### config.mk
export PLATFORM = sky130hd
export DESIGN_NAME = fifo_sync_n
export DESIGN_NICKNAME = d
export VERILOG_FILES = /design/src/rtl/fifo_sync_n.sv
export SDC_FILE = /design/constraint.sdc
export NUM_CORES = 1
export LEC_CHECK = 0
export BUFFER_PORTS_ARGS = -buffer_cell sky130_fd_sc_hd__buf_2
export CELL_PAD_IN_SITES_DETAIL_PLACEMENT = 0
export CELL_PAD_IN_SITES_GLOBAL_PLACEMENT = 1
export CORE_MARGIN = 10
export CORE_UTILIZATION = 45
export DETAILED_ROUTE_END_ITERATION = 10
export MAX_ROUTING_LAYER = met4
export PLACE_DENSITY = 0.65
export SYNTH_ARGS = -nofsm -noshare
export SYNTH_HDL_FRONTEND = slang
export SYNTH_SLANG_ARGS = --single-unit
### constraint.sdc
create_clock -name clk -period 6.26 [get_ports clk]
set_clock_uncertainty 0.05 [all_clocks]
set_input_delay 1.252 -clock clk [delete_from_list [all_inputs] [get_ports clk]]
set_output_delay 1.252 -clock clk [all_outputs]
set_load 0.03 [all_outputs]
### src/rtl/fifo_sync_n.sv
// rtl/fifo_sync_n.sv - parametrised single-clock FIFO with standard or first-word-fall-through read
module fifo_sync_n #(
    parameter int WIDTH     = 48,
    parameter int ADDR_W    = 4,
    parameter int FWFT      = 0,
    parameter int AFULL_TH  = (1 << ADDR_W) - 2,
    parameter int AEMPTY_TH = 2
) (
    input  logic              clk,
    input  logic              rst,
    input  logic [WIDTH-1:0]  din,
    input  logic              wr_en,
    input  logic              rd_en,
    output logic [WIDTH-1:0]  dout,
    output logic              valid,
    output logic              full,
    output logic              empty,
    output logic              almost_full,
    output logic              almost_empty,
    output logic [ADDR_W:0]   count,
    output logic              overflow,
    output logic              underflow
);

    localparam int DEPTH = 1 << ADDR_W;
    localparam logic [ADDR_W:0] DEPTH_C = DEPTH[ADDR_W:0];
    localparam logic [ADDR_W:0] AF_C    = AFULL_TH[ADDR_W:0];
    localparam logic [ADDR_W:0] AE_C    = AEMPTY_TH[ADDR_W:0];

    logic [WIDTH-1:0]  mem [DEPTH];
    logic [ADDR_W-1:0] wr_ptr;
    logic [ADDR_W-1:0] rd_ptr;

    logic              wr_acc;
    logic              rd_acc;
    logic              ram_rd;
    logic              valid_next;
    logic              prime;
    logic [ADDR_W:0]   count_next;
    logic [ADDR_W:0]   ram_cnt;

    // Accept/reject decisions, next occupancy, and when the RAM head is consumed.
    // In FWFT mode the staged word is part of count, so the RAM holds count - valid.
    // An empty output stage waits one extra cycle (prime) after a word lands in RAM
    // before fetching it; a popping stage refills from RAM on the same edge.
    always_comb begin
        wr_acc     = wr_en && !full && !rst;
        rd_acc     = rd_en && !empty && !rst;
        count_next = count;
        if (wr_acc && !rd_acc) begin
            count_next = count + 1'b1;
        end else if (rd_acc && !wr_acc) begin
            count_next = count - 1'b1;
        end
        ram_cnt    = (FWFT != 0) ? (count - {{ADDR_W{1'b0}}, valid}) : count;
        ram_rd     = 1'b0;
        valid_next = 1'b0;
        if (FWFT == 0) begin
            ram_rd     = rd_acc;
            valid_next = rd_acc;
        end else begin
            if (valid) begin
                ram_rd = rd_acc && (ram_cnt != '0);
            end else begin
                ram_rd = prime && (ram_cnt != '0);
            end
            if (ram_rd) begin
                valid_next = 1'b1;
            end else if (rd_acc) begin
                valid_next = 1'b0;
            end else begin
                valid_next = valid;
            end
        end
    end

    // Storage array; contents survive reset, only pointers are cleared.
    always_ff @(posedge clk) begin
        if (wr_acc) begin
            mem[wr_ptr] <= din;
        end
    end

    // Pointers, output register, occupancy and registered flags.
    always_ff @(posedge clk) begin
        if (rst) begin
            wr_ptr       <= '0;
            rd_ptr       <= '0;
            dout         <= '0;
            valid        <= 1'b0;
            prime        <= 1'b0;
            count        <= '0;
            full         <= 1'b0;
            empty        <= 1'b1;
            almost_full  <= 1'b0;
            almost_empty <= 1'b1;
            overflow     <= 1'b0;
            underflow    <= 1'b0;
        end else begin
            if (wr_acc) begin
                wr_ptr <= wr_ptr + 1'b1;
            end
            if (ram_rd) begin
                rd_ptr <= rd_ptr + 1'b1;
                dout   <= mem[rd_ptr];
            end
            valid        <= valid_next;
            prime        <= (FWFT != 0) && !valid && (ram_cnt != '0) && !ram_rd;
            count        <= count_next;
            full         <= (count_next == DEPTH_C);
            empty        <= (FWFT != 0) ? !valid_next : (count_next == '0);
            almost_full  <= (count_next >= AF_C);
            almost_empty <= (count_next <= AE_C);
            if (wr_en && full) begin
                overflow <= 1'b1;
            end
            if (rd_en && empty) begin
                underflow <= 1'b1;
            end
        end
    end

endmodule

==> results.yml, run 1 <==
worst_setup_path:
  slowest_delay_ns: 0.87
  r2r-start: "full"
  worst-r2r-setup-slack_ns: 3.23
  critPathBufInv: 2
  crit_fanout: 41
  worstPathCellList: "buf_2 -> nor2_1 -> nand2_1 -> nor2_4 -> buf_4"
  r2r-end: "mem[15][38]"
  cp.required_ns: 6.48
  arrival_ns: 3.66
  criticalPathCategory: "input pin to flop"
  endpoint_kind: "flop"
  reg2regPathDepth: 5
  cp_top_family: "simple AND/OR/NAND/NOR gates"
  crit_slowest_cell: "nor2_4"
  critPathLaunchType: "input pin"
cts:
  cts_setup_buffers: 0
  cts-resized-gates: 0
  cts_made_buffers: 87
  htreeDepth: 3
  clockBufferDepth: 3
  ctsHoldBuffers: 0
  clockRootBuffer: "clkbuf_16"
  clock_latency_ns: 0.62
  clk_pin_slew_ns: 0.06
  cts.sinks: 836
  tritoncts: "yes"
power:
  internal_power_mw: 9.75
  pwr-share-comb_pct: 11.1
  p_per_area_mw_per_mm2: 349
  p_sw_mw: 2.94
  swShare_pct: 23.2
  total_power_mw: 12.7
  seqPwrFrac_pct: 49.6
  p_clk_share_pct: 39.3
  p_leak_nw: 11.4
  ir_worst_vdd_uv: 210
worst_hold_path:
  min_path_type: "flop to flop"
  worstHoldStart: "underflow"
  holdPathEnd: "underflow"
  holdPathStages: 2
yosys:
  yosys_warnings: 0
  synthesis.area_mm2: 0.0319
  ys_seq_area_share_pct: 76.5
  synth-seq-cells: 836
  synth_flop_cell: "edfxtp_1"
  postSynthAreaPerCell_um2: 19.8
  yosys.area.top_type: "edfxtp_1"
  synth_edf_count: 768
  synth.distinct_cells: 39
  yosysTopAreaCellShare_pct: 72.2
  synth_nets: 1676
  synth_area_leaders: "edfxtp_1 (72%), mux4_2 (8.7%), dfxtp_1 (4.3%), mux2_2 (3.6%), mux2i_1 (2.2%)"
  synth_commonest_cells: "edfxtp_1 (768), mux4_2 (124), mux2_2 (102)"
  syn_inst: 1617
  yosysMostFrequentCell: "edfxtp_1"
  async_flop_share_pct: 0
placed_design:
  gp_congestion: 0.743
  place_inst: 2607
  io_buffers: 111
  dp_hpwl_um: 39600
floorplan:
  start_util_pct: 45.5
  die_w_um: 286
  dieArea_mm2: 0.0820
  rows: 97
  ioPinCount: 112
  die_h_um: 286
  core_area_mm2: 0.0701
run:
  cap_violations: 0
cells_and_area:
  nNetsFinal: 1815
  stdcell_count: 2770
  syn_to_final_growth_pct: 13.9
  utilization_pct: 51.9
  drive_gt1_share_pct: 28.2
timing:
  rsz0062_at_grt: "false"
  min_period_ns: 3.44
  hold_ws_ns: 0.421
  tns_ns: 0
  worst_slew_pin_slew_ns: 1.16
  relSlewSlack_pct: 22.5
  final_max_slew_viol_count: 0
  hold_violations: 0
  setup_violations: 0
  clock.fmax_mhz: 291
  period_share_pct: 55.0
route:
  ant_nets: 0
  firstDrtPassIters: 4
  drc: 0
  wire_per_inst_um: 25.0
  drtIter0Drc: 1050
  routed_wl_um: 69200
  vias_per_cell: 5.57
  routed-via-count: 15428
grt:
  grt_max_degree: 108
  grt_pass1_wl_um: 105000
  grt_remaining_overflow: 0
  grt_pass1_vias: 16197
  grt_usage_pct: 17.3
  antenna_found_initial: 2
run_status:
  run_status: "complete, no violations"
## layout make-up
class	count	area, µm²
antenna	1	2.50
clock buffer	128	2450
clock inverter	34	317
fill	5702	33800
inverter	7	26.3
multi-input combinational	680	7120
sequential	836	24400
tap	940	1180
timing repair buffer	144	841
## per-layer routing
layer	share of wire, %	GRT usage [%]	vias up
met1	43	21.6	8076
met5	0	-	-
met4	2.3	5.04	0
met2	51	28.9	304
met3	3.7	2.77	113
li1	-	-	6935
## metrics by stage
step	setup WS, ns	area, µm²
2_1_floorplan	0.648	31900
3_3_place_gp	2.16	33600
3_5_place_dp	2.10	33600
4_1_cts	2.76	36400
5_1_grt	2.65	36400
6_report	2.82	36400
## sequential cells by signal, summed over array words and instances (netlist names), 4 cells and up
register,flops
count,5
wr_ptr,4
mem,768
dout,48
rd_ptr,4
## worst max path at each step
stage	startpoint	to	slack, ns	cells past startpoint
after floorplan	wr_en	mem[0][0]	0.65	5
final	rst	mem[15][38]	2.82	5
after global routing	rst	mem[4][28]	2.65	5
after detailed placement	rst	mem[4][10]	2.10	5
after global placement	rst	mem[7][13]	2.16	5
after CTS	rst	mem[4][28]	2.76	5
## power groups by stage
stage	Clock [mW]	Sequential (mW)	Combinational [mW]
6_report	4.99	6.29	1.41
5_1_grt	5.33	6.30	1.53
4_1_cts	5.10	6.29	1.44
3_5_place_dp	0	6.41	1.44
3_3_place_gp	0	6.40	1.43
2_1_floorplan	0	6.49	0.970
## cells in the final DEF (no fill, tap or decap), types with 13 or more instances in the layout
cell type | Yosys | routed
a21oi_1 | 69 | 69
a221o_1 | 34 | 34
a22oi_1 | 28 | 28
buf_2 | 21 | 111
buf_4 | 11 | 30
clkbuf_1 | 43 | 31
clkbuf_16 | 0 | 89
dfxtp_1 | 68 | 65
edfxtp_1 | 768 | 768
mux2_2 | 102 | 102
mux2i_1 | 69 | 69
mux4_2 | 124 | 124
nand2_1 | 15 | 14
nor2_1 | 45 | 32
nor2_4 | 0 | 13
nor3_1 | 40 | 35
o21ai_0 | 38 | 38
o21bai_1 | 34 | 34
o22ai_1 | 34 | 34
## worst register-to-register path, stage by stage, from the launching register on
cell and delay, ns:
dfxtp_1 0.34, nand2b_1 0.29, nor2_1 0.32, nand2_1 0.28, nor2_4 0.87, buf_4 0.53
## cell families (layout without fill, tap and decap cells)
logic type,count (synthesis),in the layout,share of synthesized area (%)
AO/OA/AOI/OAI,246,246,5.10
XOR/XNOR,10,10,0.274
adder cells (fa/ha/maj),7,7,0.274
buffers and inverters,101,313,1.63
flip-flops,836,836,76.5
multiplexers,295,295,14.5
other,0,1,0
AND/OR/NAND/NOR,122,122,1.75
Power figures use the tool's default switching activity.
==> run 2: changes to the inputs <==
ABC_AREA = 1   (was unset)
PLACE_DENSITY = 0.69   (was 0.65)
clock period = 3.21 ns   (was 6.26 ns; I/O delays follow)
==> run 2 against run 1 <==
Area after synthesis is 4.5% higher. Critical path depth is 3 higher. Power is 100% higher. Critical endpoint is now dout[23]. Largest power group unchanged. Highest routed layer unchanged.
==> results.yml, run 2 <==
power:
  ir_worst_vdd_uv: 434
  p_leak_nw: 13.8
  internal_power_mw: 18.8
  seqPwrFrac_pct: 48.3
  p_sw_mw: 6.66
  swShare_pct: 26.1
  p_clk_share_pct: 39.6
  pwr-share-comb_pct: 12.1
  p_per_area_mw_per_mm2: 669
floorplan:
  die_h_um: 292
  ioPinCount: 112
  die_w_um: 292
  start_util_pct: 45.6
  rows: 99
  core_area_mm2: 0.0732
  dieArea_mm2: 0.0854
cells_and_area:
  largest_reg_flops: 768
  nNetsFinal: 3019
  syn_to_final_growth_pct: 14.2
  regMostFlops: "mem"
  fin_area_mm2: 0.0381
  drive_gt1_share_pct: 11.4
  reg.largest.list: "mem (768), dout (48), count (5)"
  final_cell_mix: "edfxtp_1 (768), nor2_1 (731), o21ai_0 (316)"
  stdcell_count: 3999
  layout_commonest_cell: "edfxtp_1"
  utilization_pct: 52.0
  fillCellCount: 6300
timing:
  worst_slew_pin_slew_ns: 1.03
  final_max_slew_viol_count: 0
  min_period_ns: 2.34
  relSlewSlack_pct: 31.6
  hold_violations: 0
  period_share_pct: 72.7
  rsz0062_at_grt: "false"
  clock.fmax_mhz: 428
  setup_violations: 0
  tns_ns: 0
yosys:
  postSynthAreaPerCell_um2: 11.7
  synthesis.area_mm2: 0.0334
  synth_commonest_cells: "edfxtp_1 (768), nor2_1 (747), o21ai_0 (316)"
  yosys.area.top_type: "edfxtp_1"
  synth_area_leaders: "edfxtp_1 (69%), nor2_1 (8.4%), o21ai_0 (4.7%), nand3_1 (4.5%), dfxtp_1 (4.1%)"
  synth-seq-cells: 836
  syn_inst: 2863
  yosysTopAreaCellShare_pct: 69.1
  synth_nets: 2922
  synth.distinct_cells: 23
  async_flop_share_pct: 0
  synth_edf_count: 768
  yosys_warnings: 0
  synth_flop_cell: "edfxtp_1"
  ys_seq_area_share_pct: 73.2
  yosysMostFrequentCell: "edfxtp_1"
worst_setup_path:
  r2r-start: "rd_ptr[0]"
  arrival_ns: 2.87
  setup.worst_path.start: "rd_ptr[0]"
  criticalPathCategory: "flop to flop"
  endpoint_kind: "flop"
  cp.required_ns: 3.74
  critPathLaunchType: "flop"
  crit_fanout: 143
cts:
  clockBufferDepth: 3
  cts_made_buffers: 89
  clk_pin_slew_ns: 0.06
  tritoncts: "yes"
  cts_setup_buffers: 0
  htreeDepth: 3
  ctsHoldBuffers: 0
  clock_latency_ns: 0.64
  cts-resized-gates: 0
  clockRootBuffer: "clkbuf_16"
  cts.sinks: 836
placed_design:
  placedInstanceArea_mm2: 0.0352
  dp_hpwl_um: 48200
  io_buffers: 111
  gp_congestion: 0.809
  place_inst: 3828
run_status:
  run_status: "complete, no violations"
route:
  drc: 0
  routed_wl_um: 87900
  routed-via-count: 21735
  wire_per_inst_um: 22.0
  drtIter0Drc: 2188
  vias_per_cell: 5.44
  ant_nets: 0
  firstDrtPassIters: 5
grt:
  antenna_found_initial: 5
  grt_usage_pct: 20.9
  grt_pass1_wl_um: 134000
  grt_pass1_vias: 21115
  grt_max_degree: 153
  grt_remaining_overflow: 0
run:
  cap_violations: 0
worst_hold_path:
  worstHoldStart: "rd_en"
  min_path_type: "input pin to flop"
==> run 2: cell count changes in the layout (fill, tap and decap cells not counted), moves of 69 or more <==
| cell | delta |
|---|---|
| mux2i_1 | -69 |
| nor2_1 | +699 |
| mux4_2 | -124 |
| nand2_1 | +208 |
| o21ai_1 | +75 |
| mux2_2 | -102 |
| inv_1 | +100 |
| o21ai_0 | +278 |
| nand3_1 | +298 |
==> run 2: final cells by class <==
class                   count  area (µm²)  share of cell area (%)
inverters                 112         435                    1.14
clock inverters            46         428                    1.12
diodes                      4        10.0                  0.0263
flip-flops and latches    836       24400                    64.1
multi-input cells        1739        7720                    20.3
clock buffers             121        2470                    6.48
repair buffers            182        1400                    3.68
well taps                 959        1200                    3.15
==> run 2: path summary, 6_finish.rpt <==
kind | endpoint | slack [ns] | cells past startpoint
hold reg to reg | overflow | 0.42 | 2
setup / recovery | dout[23] | 0.87 | 8
hold / removal | underflow | 0.23 | 3
setup reg to reg | dout[23] | 0.87 | 8
==> run 2: metrics by stage <==
step	setup slack (ns)	hold slack, ns	power (mW)
floorplan	-0.604	0.427	14.6
global placement	0.482	0.391	15.6
detailed placement	0.474	0.420	15.7
CTS	0.886	0.207	25.7
global route	0.718	0.245	26.5
finish	0.875	0.230	25.5
==> run 2: power by group through the flow <==
stage | Sequential, mW | Clock (mW) | Combinational, mW
6_report | 12.3 | 10.1 | 3.10
5_1_grt | 12.3 | 10.7 | 3.47
4_1_cts | 12.3 | 10.3 | 3.14
3_5_place_dp | 12.5 | 0 | 3.13
3_3_place_gp | 12.5 | 0 | 3.10
2_1_floorplan | 12.8 | 0 | 1.85
==> run 2: routing by layer <==
layer	track usage, %	vias to the layer above	part of all wire [%]
met4	5.23	0	1.7
met1	27.9	10780	44
met2	33.6	652	48
li1	-	10183	-
met3	2.81	120	5.6
met5	-	-	0
==> run 2: critical path: stages (launching register included) <==
cell     delay, ns
dfxtp_4       0.43
inv_8         0.65
buf_12        0.30
nor2_1        0.06
o21ai_0       0.30
nand3_1       0.18
nand3_1       0.13
nand2_1       0.05
inv_1         0.05
==> run 2: logic make-up after synthesis <==
group                      share of synthesized area, %
and+or+nand+nor                                    15.5
xor gates and xnor gates                         0.0788
DFF                                                73.2
adders and majority gates                         0.263
buffers and inverters                              4.03
AOI/OAI and AO/OA                                  6.87
